[src/rtl/boot_loader_pkg.sv]
// Shared constants for the instruction-memory boot loader: FSM state encoding
// and the error codes reported on the error port.
package boot_loader_pkg;

    localparam logic [2:0] ST_HDR   = 3'd0;
    localparam logic [2:0] ST_LOAD  = 3'd1;
    localparam logic [2:0] ST_CHKS  = 3'd2;
    localparam logic [2:0] ST_RUN   = 3'd3;
    localparam logic [2:0] ST_ERROR = 3'd4;

    localparam logic [1:0] ERR_NONE = 2'b00;
    localparam logic [1:0] ERR_LEN  = 2'b01;
    localparam logic [1:0] ERR_CSUM = 2'b10;

endpackage

[src/rtl/imem_boot_loader.sv]
// Boot loader: takes a framed stream (length header, program words, checksum),
// writes the program into IMEM and holds the core in reset until it verifies.
module imem_boot_loader
    import boot_loader_pkg::*;
#(
    parameter int DATA_WIDTH = 32,
    parameter int ADDR_WIDTH = 8
) (
    input  logic                  clk,
    input  logic                  rst,
    input  logic                  in_valid,
    output logic                  in_ready,
    input  logic [DATA_WIDTH-1:0] in_data,
    input  logic                  reload,
    output logic                  core_rst,
    output logic                  wr_en,
    output logic [ADDR_WIDTH-1:0] wr_addr,
    output logic [DATA_WIDTH-1:0] wr_data,
    output logic                  done,
    output logic [1:0]            error
);

    localparam int DEPTH = 2 ** ADDR_WIDTH;
    // One extra bit so a full-depth frame length (DEPTH) fits.
    localparam int CW    = ADDR_WIDTH + 1;

    logic [2:0]            state;
    logic [CW-1:0]         len;
    logic [CW-1:0]         count;
    logic [DATA_WIDTH-1:0] sum;

    logic                  accept;
    logic [CW-1:0]         hdr_n;
    logic                  hdr_ok;
    logic [CW-1:0]         count_nxt;

    assign in_ready  = (state == ST_HDR) || (state == ST_LOAD) || (state == ST_CHKS);
    assign accept    = in_valid && in_ready;
    assign hdr_n     = in_data[CW-1:0];
    assign hdr_ok    = (in_data[DATA_WIDTH-1:CW] == '0) && (hdr_n != '0) &&
                       (hdr_n <= CW'(DEPTH));
    assign count_nxt = count + CW'(1);

    always_ff @(posedge clk) begin
        if (rst) begin
            state    <= ST_HDR;
            core_rst <= 1'b1;
            wr_en    <= 1'b0;
            wr_addr  <= '0;
            wr_data  <= '0;
            done     <= 1'b0;
            error    <= ERR_NONE;
            len      <= '0;
            count    <= '0;
            sum      <= '0;
        end else begin
            wr_en <= 1'b0;
            case (state)
                ST_HDR: begin
                    if (accept) begin
                        if (hdr_ok) begin
                            len   <= hdr_n;
                            count <= '0;
                            sum   <= '0;
                            state <= ST_LOAD;
                        end else begin
                            error <= ERR_LEN;
                            state <= ST_ERROR;
                        end
                    end
                end
                ST_LOAD: begin
                    if (accept) begin
                        wr_en   <= 1'b1;
                        wr_addr <= count[ADDR_WIDTH-1:0];
                        wr_data <= in_data;
                        sum     <= sum + in_data;
                        count   <= count_nxt;
                        if (count_nxt == len) state <= ST_CHKS;
                    end
                end
                ST_CHKS: begin
                    if (accept) begin
                        if (in_data == sum) begin
                            done     <= 1'b1;
                            core_rst <= 1'b0;
                            state    <= ST_RUN;
                        end else begin
                            error <= ERR_CSUM;
                            state <= ST_ERROR;
                        end
                    end
                end
                ST_RUN: begin
                    if (reload) begin
                        core_rst <= 1'b1;
                        done     <= 1'b0;
                        state    <= ST_HDR;
                    end
                end
                ST_ERROR: begin
                    if (reload) begin
                        error <= ERR_NONE;
                        state <= ST_HDR;
                    end
                end
                default: state <= ST_HDR;
            endcase
        end
    end

endmodule

[config.mk]
export PLATFORM = sky130hd
export DESIGN_NAME = imem_boot_loader
export DESIGN_NICKNAME = d
export VERILOG_FILES = /design/src/rtl/boot_loader_pkg.sv /design/src/rtl/imem_boot_loader.sv
export SDC_FILE = /design/constraint.sdc
export NUM_CORES = 1
export LEC_CHECK = 0
export CAP_MARGIN = 40
export CORE_MARGIN = 4
export CORE_UTILIZATION = 35
export DETAILED_ROUTE_END_ITERATION = 10
export DONT_BUFFER_PORTS = 1
export PLACE_DENSITY = 0.51
export SYNTH_ARGS = -nofsm -noshare
export SYNTH_HDL_FRONTEND = slang
export SYNTH_SLANG_ARGS = --single-unit
[constraint.sdc]
create_clock -name clk -period 5.2 [get_ports clk]
set_input_delay 1.04 -clock clk [delete_from_list [all_inputs] [get_ports clk]]
set_output_delay 1.04 -clock clk [all_outputs]
set_load 0.1 [all_outputs]
==> reports/metrics.cfg, run 1 <==
[run_status]
outcome=finished, final reports clean

[clock_network]
cts-resized-gates=0
cts_setup_buffers=0
numCtsBuffers=9
cts_max_level=3
cts_tree=done
postCtsHoldBufs=0
clk_pin_slew_worst_paths_ns=0.07
clock_latency_ns=0.35
root_buffer=clkbuf_16
cts.sinks=98
clockBufferDepth=2

[detailed_routing]
dr_total_vias=5111
firstDrtPassIters=5
wirelength_um=16300
wl_per_cell_um=17.5
drc=0
final_antenna_net_count=0
drt_iter0_drc=401
viasPerCell=5.47

[global_routing]
groute.usage.overall_pct=18.1
grt_remaining_overflow=0
antenna_found_initial=0
grt_max_degree=80
grt_pass1_wl_um=26400
grt_pass1_vias=4983

[sta]
finalCritPeriodShare_pct=59.6
fin_ws_ns=2.10
rsz0062_at_grt=false
fmax_mhz=322
slew_viol_final=0
hold_slack_ns=0.473
tightest_slew_ns=0.618
hold_viol_final=0
finalSetupTns_ns=0
setup_viol=0
fin_skew_ns=0.00783
fin_crit_ns=3.10
max_slew_margin_pct=58.7

[worst_setup_path]
critPathKind=in2reg
required_ns=5.45
worst-path-max-fanout=5
worstSetupEndpointType=flip-flop
critical_path.startpoint_type=input port
arrival_ns=3.35

[yosys]
synth_compound_area_share_pct=22.3
synthSimpleGateAreaFrac_pct=22.0
synth_top_area_cell=dfxtp_1
ys_types=55
syn_area_mm2=0.00559
syn_avg_cell_area_um2=7.96
synth-seq-area-share_pct=35.1
synthMuxAreaShare_pct=2.55
synth.top_cell.area_share_pct=35.1
synth_top_family_by_area=compound AO/OA/AOI/OAI gates
yosysMostFrequentCell=nand2_1
synthFlopType=dfxtp_1
async_reset_ff_share_pct=0
synthAdderAreaFrac_pct=7.53
ys_top_cells_by_area=dfxtp_1 (35%), a21oi_1 (8.0%), nand2_1 (7.5%)
yosysWarningCount=0
synthXorXnorAreaFrac_pct=6.74
synth_cells=702
ys_top_cells_by_count=nand2_1 (112), dfxtp_1 (98), a21oi_1 (89), nor2_1 (60), clkbuf_1 (34)
synth_seq_cells=98
synth_edf_count=0
synth_nets=771

[hold_path]
hold_path_class=reg2reg

[placement]
portBuffers=0
gp_congestion=0.888
place_ws_ns=1.75
hpwl_um=12300

[final_layout]
layout-drive-gt1-share_pct=11.5
num_antenna_cells=0
finalNetCount=788
n_fill_cell=1523
area_growth_syn_to_layout_pct=24.2

[pwr]
p_leak_nw=2.72
power_density_mw_per_mm2=285
power.total_mw=1.98
ir_drop_mv=0.148

[die]
initial_core_util_pct=36.2
io_pins=82
chipHeight_um=134
die_w_um=134
rows=45
core-area_mm2=0.0154
dieArea_mm2=0.0180

[flow_run]
drv_cap=0

[cell usage in the layout, fill, tap and decap left out, drive strengths merged, types with 9 or more instances in the layout]
cell / instances
a21o: 10
a21oi: 90
a22o: 17
a22oi: 14
buf: 51
clkbuf: 10
dfxtp: 98
ha: 32
inv: 10
mux2i: 12
nand2: 112
nand3: 9
nand3b: 9
nand4: 10
nor2: 60
nor3: 13
nor4: 18
o21ai: 25
xnor2: 33
xor2: 10
[sequential cells by signal, summed over array words and instances, names as in the netlist, 2 cells and up]
name	flops
sum	32
wr_data	32
count	9
len	9
wr_addr	8
state	3
error	2
[cell type report]
type | count | area, µm² | area share (%)
Clock buffer | 10 | 239 | 3.44
Clock inverter | 5 | 87.6 | 1.26
Inverter | 9 | 33.8 | 0.487
Multi-Input combinational cell | 550 | 3420 | 49.4
Sequential cell | 98 | 1960 | 28.3
Tap cell | 211 | 264 | 3.80
Timing Repair Buffer | 51 | 928 | 13.4
[cell families after synthesis]
group,Yosys count
mux,14
flops,98
fa+ha+maj,33
simple gates,264
compound gates,196
xor+xnor,43
buf+inv,54
[stage by stage]
stage | cell area [µm²] | instances | util [%]
6_report | 6940 | 934 | 45.0
5_1_grt | 6940 | 934 | 45.0
4_1_cts | 6940 | 934 | 45.0
2_1_floorplan | 5590 | 702 | -
3_5_place_dp | 6610 | 919 | 42.9
3_3_place_gp | 5710 | 871 | 37.0
[path summary, 6_finish.rpt]
path	start	endpoint	slack, ns	depth (start not counted)
worst max-delay path	in_data[4]	sum[21]	2.10	10
worst min-delay path	sum[8]	sum[8]	0.47	2
worst max register to register	sum[1]	sum[21]	2.44	10
worst min register to register	sum[8]	sum[8]	0.47	2
[per-layer routing]
metal / global-route usage, % / vias up / wire length (µm)
met3: 4.35 / 24 / 747
li1: - / 2540 / -
met5: 0 / - / 0
met4: 5.83 / 0 / 317
met2: 29.7 / 112 / 7740
met1: 23.5 / 2435 / 7510
[worst max-delay path, cell delays in order]
cell	delay, ns
ha_1	0.35
and2_4	0.20
a221oi_2	0.31
a2111o_1	0.25
and2_4	0.21
nor3_2	0.06
o31a_1	0.33
a31oi_1	0.28
xnor2_1	0.12
a22o_1	0.19
[where the power goes]
| part | leakage [nW] | internal, mW | total [mW] | switching (mW) |
|---|---|---|---|---|
| Clock | 0.157 | 0.437 | 0.743 | 0.306 |
| Combinational | 1.77 | 0.154 | 0.423 | 0.269 |
| Sequential | 0.792 | 0.779 | 0.812 | 0.0329 |
| Total | 2.72 | 1.37 | 1.98 | 0.609 |
(Power assumes the default switching activity.)
==> run 2: changes to the inputs <==
==> constraint.sdc (replaced) <==
create_clock -name clk -period 2.9 [get_ports clk]
set_input_delay 0.58 -clock clk [delete_from_list [all_inputs] [get_ports clk]]
set_output_delay 0.58 -clock clk [all_outputs]
set_load 0.1 [all_outputs]
==> run 2 against run 1 <==
Against the previous run:
- critical endpoint is now sum[30]
- largest cell class unchanged
- critical path type is now reg2reg
- via count rose by 2.6%
- wire length rose by 4.4%
- sequential power rose by 80%
- utilization is 0.79 points higher
- worst setup slack got worse by 1.8 ns
- critical path depth increased by 3
==> reports/metrics.cfg, run 2 (synthesized netlist as in run 1, its figures left out) <==
[flow_run]
drv_cap=0  ; unchanged

[pwr]
p_leak_nw=2.81  ; +3.6%
ir_drop_mv=0.302  ; +100%
power.total_mw=3.41  ; +72%
power_density_mw_per_mm2=483  ; +69%

[sta]
fin_ws_ns=0.265  ; -1.83 ns
rsz0062_at_grt=false
setup_viol=0  ; unchanged
hold_viol_final=0  ; unchanged
slew_viol_final=0  ; unchanged
fin_crit_ns=2.64
finalCritPeriodShare_pct=90.9
max_slew_margin_pct=47.8  ; -11 points
fin_skew_ns=0.00977  ; +0.00194 ns
finalSetupTns_ns=0  ; unchanged
fmax_mhz=379
tightest_slew_ns=0.783  ; +0.165 ns

[final_layout]
area_growth_syn_to_layout_pct=26.4
ff_latch_area_mm2=0.00196  ; unchanged
finalNetCount=815  ; +3.4%
layout-drive-gt1-share_pct=14.5  ; +3.1 points
n_fill_cell=1536  ; +0.85%
layout_commonest_cell=nand2_1
final_cell_mix=nand2_1 (111), dfxtp_1 (98), a21oi_1 (88)
num_antenna_cells=0  ; unchanged
multi_input_area_mm2=0.00342  ; about the same
reg_top3=sum: 32 flops, wr_data: 32 flops
fin_util_pct=45.8  ; +0.79 points

[clock_network]
cts_setup_buffers=0  ; unchanged
cts_tree=done
cts_max_level=3  ; unchanged
clock_latency_ns=0.36  ; about the same
postCtsHoldBufs=0  ; unchanged
numCtsBuffers=9  ; unchanged
clockBufferDepth=2  ; unchanged
cts-resized-gates=0  ; unchanged
cts.sinks=98  ; unchanged
root_buffer=clkbuf_16
clk_pin_slew_worst_paths_ns=0.08  ; about the same

[placement]
hpwl_um=12700  ; +2.8%
gp_congestion=0.848  ; -4.4%
place_ws_ns=0.0507  ; -1.70 ns
portBuffers=0  ; unchanged

[die]
io_pins=82  ; unchanged
rows=45  ; unchanged
chipHeight_um=134  ; unchanged
core-area_mm2=0.0154  ; unchanged
die_w_um=134  ; unchanged
dieArea_mm2=0.0180  ; unchanged
initial_core_util_pct=36.2  ; unchanged

[detailed_routing]
viasPerCell=5.46  ; -0.30%
dr_total_vias=5243  ; +2.6%
wirelength_um=17000  ; +4.4%
drc=0  ; unchanged
final_antenna_net_count=0  ; unchanged
firstDrtPassIters=4  ; -1
wl_per_cell_um=17.7  ; +1.4%
drt_iter0_drc=333  ; -17%

[global_routing]
groute.usage.overall_pct=19.0  ; +0.89 points
grt_max_degree=80  ; unchanged
grt_remaining_overflow=0  ; unchanged
grt_pass1_wl_um=27600  ; +4.3%
grt_pass1_vias=5172  ; +3.8%
antenna_found_initial=0  ; unchanged

[hold_path]
hold_path_class=in2reg

[worst_setup_path]
worstSetupEndpointType=flip-flop
arrival_ns=2.90  ; -0.45 ns
required_ns=3.16  ; -2.29 ns
worst-path-max-fanout=4  ; -1
critical_path.startpoint_type=flip-flop
critPathKind=reg2reg

[run_status]
outcome=finished, final reports clean

run 2: cell types whose count changed in the layout (fill, tap and decap cells not counted):
cell,before,now
nor2b_1,6,7
buf_12,2,0
buf_4,3,34
nor2b_2,1,0
buf_8,32,29
clkinv_2,0,1
clkbuf_8,1,0
bufinv_16,2,0
inv_6,0,2
buf_16,14,15
run 2: worst max-delay path, stage by stage, from the launching register on:
cell and delay [ns]:
dfxtp_1 0.34, ha_1 0.18, inv_1 0.06, fa_1 0.39
nor2b_1 0.16, o31a_1 0.22, nand4_1 0.11, o211ai_1 0.14
nor4_1 0.08, nor3_1 0.21, buf_4 0.16, a41oi_1 0.15
xnor2_1 0.15, a22o_1 0.17
run 2: layer usage:
| layer | wire [µm] | GRT usage (%) | part of all wire, % |
|---|---|---|---|
| met4 | 251 | 6.00 | 1.5 |
| met5 | 0 | 0 | 0 |
| met3 | 892 | 4.16 | 5.2 |
| met2 | 8020 | 30.5 | 47 |
| met1 | 7860 | 25.6 | 46 |
run 2: cell type report:
| type | instances | area share (%) |
|---|---|---|
| clock buffer | 9 | 3.19 |
| tap | 211 | 3.74 |
| multi-input combinational | 550 | 48.5 |
| clock inverter | 6 | 0.709 |
| timing repair buffer | 78 | 15.6 |
| sequential | 98 | 27.8 |
| inverter | 9 | 0.478 |
run 2: path summary, 6_finish.rpt:
path          start         end  slack, ns  cells after the start
max          sum[0]     sum[30]       0.26                     13
min reg2reg  sum[8]      sum[8]       0.46                      2
min             rst  wr_addr[7]       0.29                      1
max reg2reg  sum[0]     sum[30]       0.26                     13
run 2: per-stage QoR:
step	cells	hold WS (ns)	instance area [µm²]
6_report	961	0.286	7060
5_1_grt	961	0.263	7060
4_1_cts	961	0.269	7060
3_5_place_dp	946	0.448	6790
3_3_place_gp	902	0.444	5940
2_1_floorplan	702	0.424	5590
run 2: power by group:
part           leakage, nW  switching (mW)  internal (mW)  total (mW)
Combinational         1.89           0.493          0.300       0.793
Clock                0.134           0.566          0.590        1.16
Sequential           0.792          0.0624           1.40        1.46
Total                 2.81            1.12           2.29        3.41
==> run 3: changes to the inputs <==
--- a/config.mk
+++ b/config.mk
@@ -7,10 +7,10 @@
 export LEC_CHECK = 0
 export CAP_MARGIN = 40
 export CORE_MARGIN = 4
-export CORE_UTILIZATION = 35
+export CORE_UTILIZATION = 40
 export DETAILED_ROUTE_END_ITERATION = 10
 export DONT_BUFFER_PORTS = 1
-export PLACE_DENSITY = 0.51
+export PLACE_DENSITY = 0.56
 export SYNTH_ARGS = -nofsm -noshare
 export SYNTH_HDL_FRONTEND = slang
 export SYNTH_SLANG_ARGS = --single-unit
==> run 3 against run 2 <==
Against the previous run:
- final area fell by 0.58%
- worst setup slack improved by 0.0094 ns
- largest power group unchanged
- highest routed layer unchanged
- flip-flop and latch count did not move
- clock power rose by 16%
==> reports/metrics.cfg, run 3 (synthesized netlist as in run 1, its figures left out) <==
[clock_network]
cts.sinks=98  ; unchanged
clock_latency_ns=0.35  ; about the same
numCtsBuffers=9  ; unchanged
clockBufferDepth=2  ; unchanged
cts_setup_buffers=0  ; unchanged
cts_tree=done
cts_max_level=3  ; unchanged
clk_pin_slew_worst_paths_ns=0.07  ; about the same
postCtsHoldBufs=0  ; unchanged
cts-resized-gates=0  ; unchanged
root_buffer=clkbuf_16

[global_routing]
grt_pass1_wl_um=26900  ; -2.4%
antenna_found_initial=0  ; unchanged
groute.usage.overall_pct=20.7  ; +1.7 points
grt_pass1_vias=5079  ; -1.8%
grt_remaining_overflow=0  ; unchanged
grt_max_degree=80  ; unchanged

[placement]
gp_congestion=0.920  ; +8.5%
place_inst=904  ; -4.4%
portBuffers=0  ; unchanged
place_area_mm2=0.00668  ; -1.5%
hpwl_um=12100  ; -4.2%

[worst_setup_path]
critical_path.startpoint_type=flip-flop
worstSetupEndpointType=flip-flop
required_ns=3.14  ; -0.02 ns
worst-path-max-fanout=4  ; unchanged
critPathKind=reg2reg
arrival_ns=2.87  ; -0.03 ns

[detailed_routing]
wl_met2_um=7810  ; -2.6%
highest_layer=met4
viasPerCell=5.70  ; +4.6%
drt_iter0_drc=288  ; -14%
drc=0  ; unchanged
dr_total_vias=5248  ; +0.095%
firstDrtPassIters=5  ; +1
wl_per_cell_um=17.9  ; +1.0%
drt-met1-wl_um=7470  ; -4.9%
final_antenna_net_count=0  ; unchanged
met3WireLength_um=931  ; +4.4%
wirelength_um=16500  ; -3.3%

[final_layout]
n_fill_cell=1308  ; -15%
reg_top3=sum: 32 flops, wr_data: 32 flops
fin_util_pct=52.2  ; +6.4 points
area_growth_syn_to_layout_pct=25.6
design_area_mm2=0.00702  ; -0.58%
num_antenna_cells=0  ; unchanged
layout_commonest_cell=nand2_1
ff_latch_area_mm2=0.00196  ; unchanged
finalNetCount=808  ; -0.86%
multi_input_area_mm2=0.00342  ; unchanged
final_cell_mix=nand2_1 (111), dfxtp_1 (98), a21oi_1 (88)
stdcell_count=920  ; -4.3%
layout-drive-gt1-share_pct=13.8  ; -0.69 points

[hold_path]
hold_path_class=in2reg

[run_status]
outcome=finished, final reports clean

[flow_run]
drv_cap=0  ; unchanged

[sta]
rsz0062_at_grt=false
hold_viol_final=0  ; unchanged
fin_crit_ns=2.63  ; -0.00938 ns
fin_skew_ns=0.00954  ; -0.000228 ns
slew_viol_final=0  ; unchanged
fmax_mhz=381  ; +0.36%
setup_viol=0  ; unchanged
tightest_slew_ns=0.772  ; -0.0113 ns
finalSetupTns_ns=0  ; unchanged
max_slew_margin_pct=48.6  ; +0.75 points
finalCritPeriodShare_pct=90.5  ; -0.32 points

[pwr]
power.total_mw=3.60  ; +5.5%
power_density_mw_per_mm2=512  ; +6.2%
clkPwrFrac_pct=37.6  ; +3.7 points
ir_drop_mv=0.279  ; -7.8%
p_sw_mw=1.09  ; -2.4%
comb_power_share_pct=21.9  ; -1.4 points
p_seq_share_pct=40.5  ; -2.3 points
p_leak_nw=2.81  ; -0.23%
p_int_mw=2.50  ; +9.4%
switching_share_pct=30.4  ; -2.5 points

[die]
rows=42  ; -6.7%
chipHeight_um=126  ; -6.1%
io_pins=82  ; unchanged
die_w_um=126  ; -6.1%
dieArea_mm2=0.0159  ; -12%
core-area_mm2=0.0135  ; -13%
initial_core_util_pct=41.5  ; +5.3 points

## run 3: cell count changes in the layout (fill, tap and decap cells not counted), sizes merged
cell | previous run | this run
clkinv | 2 | 1
bufinv | 0 | 2
clkbuf | 9 | 11
inv | 12 | 11
buf | 78 | 71
clkinvlp | 1 | 0
## run 3: final timing paths
path	from	endpoint	slack, ns	depth (start not counted)
worst max-delay path	sum[0]	sum[18]	0.27	11
worst min register to register	sum[22]	sum[22]	0.47	2
worst min-delay path	rst	wr_addr[7]	0.29	1
worst max register to register	sum[0]	sum[18]	0.27	11
## run 3: layout make-up
cell class	instances	area share [%]
inverter	9	0.481
multi-input combinational	550	48.8
clock buffer	11	3.60
timing repair buffer	71	14.9
tap	176	3.14
clock inverter	5	1.18
sequential	98	28.0
## run 3: routing by layer
layer  track usage, %  up-vias
met5                0        -
met4             5.55        0
met3             5.63       22
met2             33.2      152
met1             27.5     2505
li1                 -     2569
## run 3: per-stage QoR
stage	hold slack, ns	worst slack, ns
floorplan	0.424	0.265
global route	0.271	0.0461
CTS	0.278	0.280
detailed placement	0.456	0.0492
finish	0.286	0.274
global placement	0.443	0.0822
## run 3: power by group through the flow
stage	Combinational, mW	Sequential [mW]	Clock (mW)
after floorplan	0.427	1.62	0
after global placement	0.519	1.64	0
after detailed placement	0.781	1.49	0
after CTS	0.786	1.46	1.38
after global routing	0.848	1.46	1.43
final	0.788	1.46	1.35
## run 3: worst max-delay path: stages (launching register included)
cell and delay [ns]:
dfxtp_1 0.34, ha_1 0.17, inv_1 0.06, fa_1 0.42, nor2b_1 0.16, o31a_1 0.22, nand2_1 0.13, a31o_2 0.25
o21ai_0 0.29, a21oi_1 0.16, xnor2_1 0.16, a22o_1 0.18
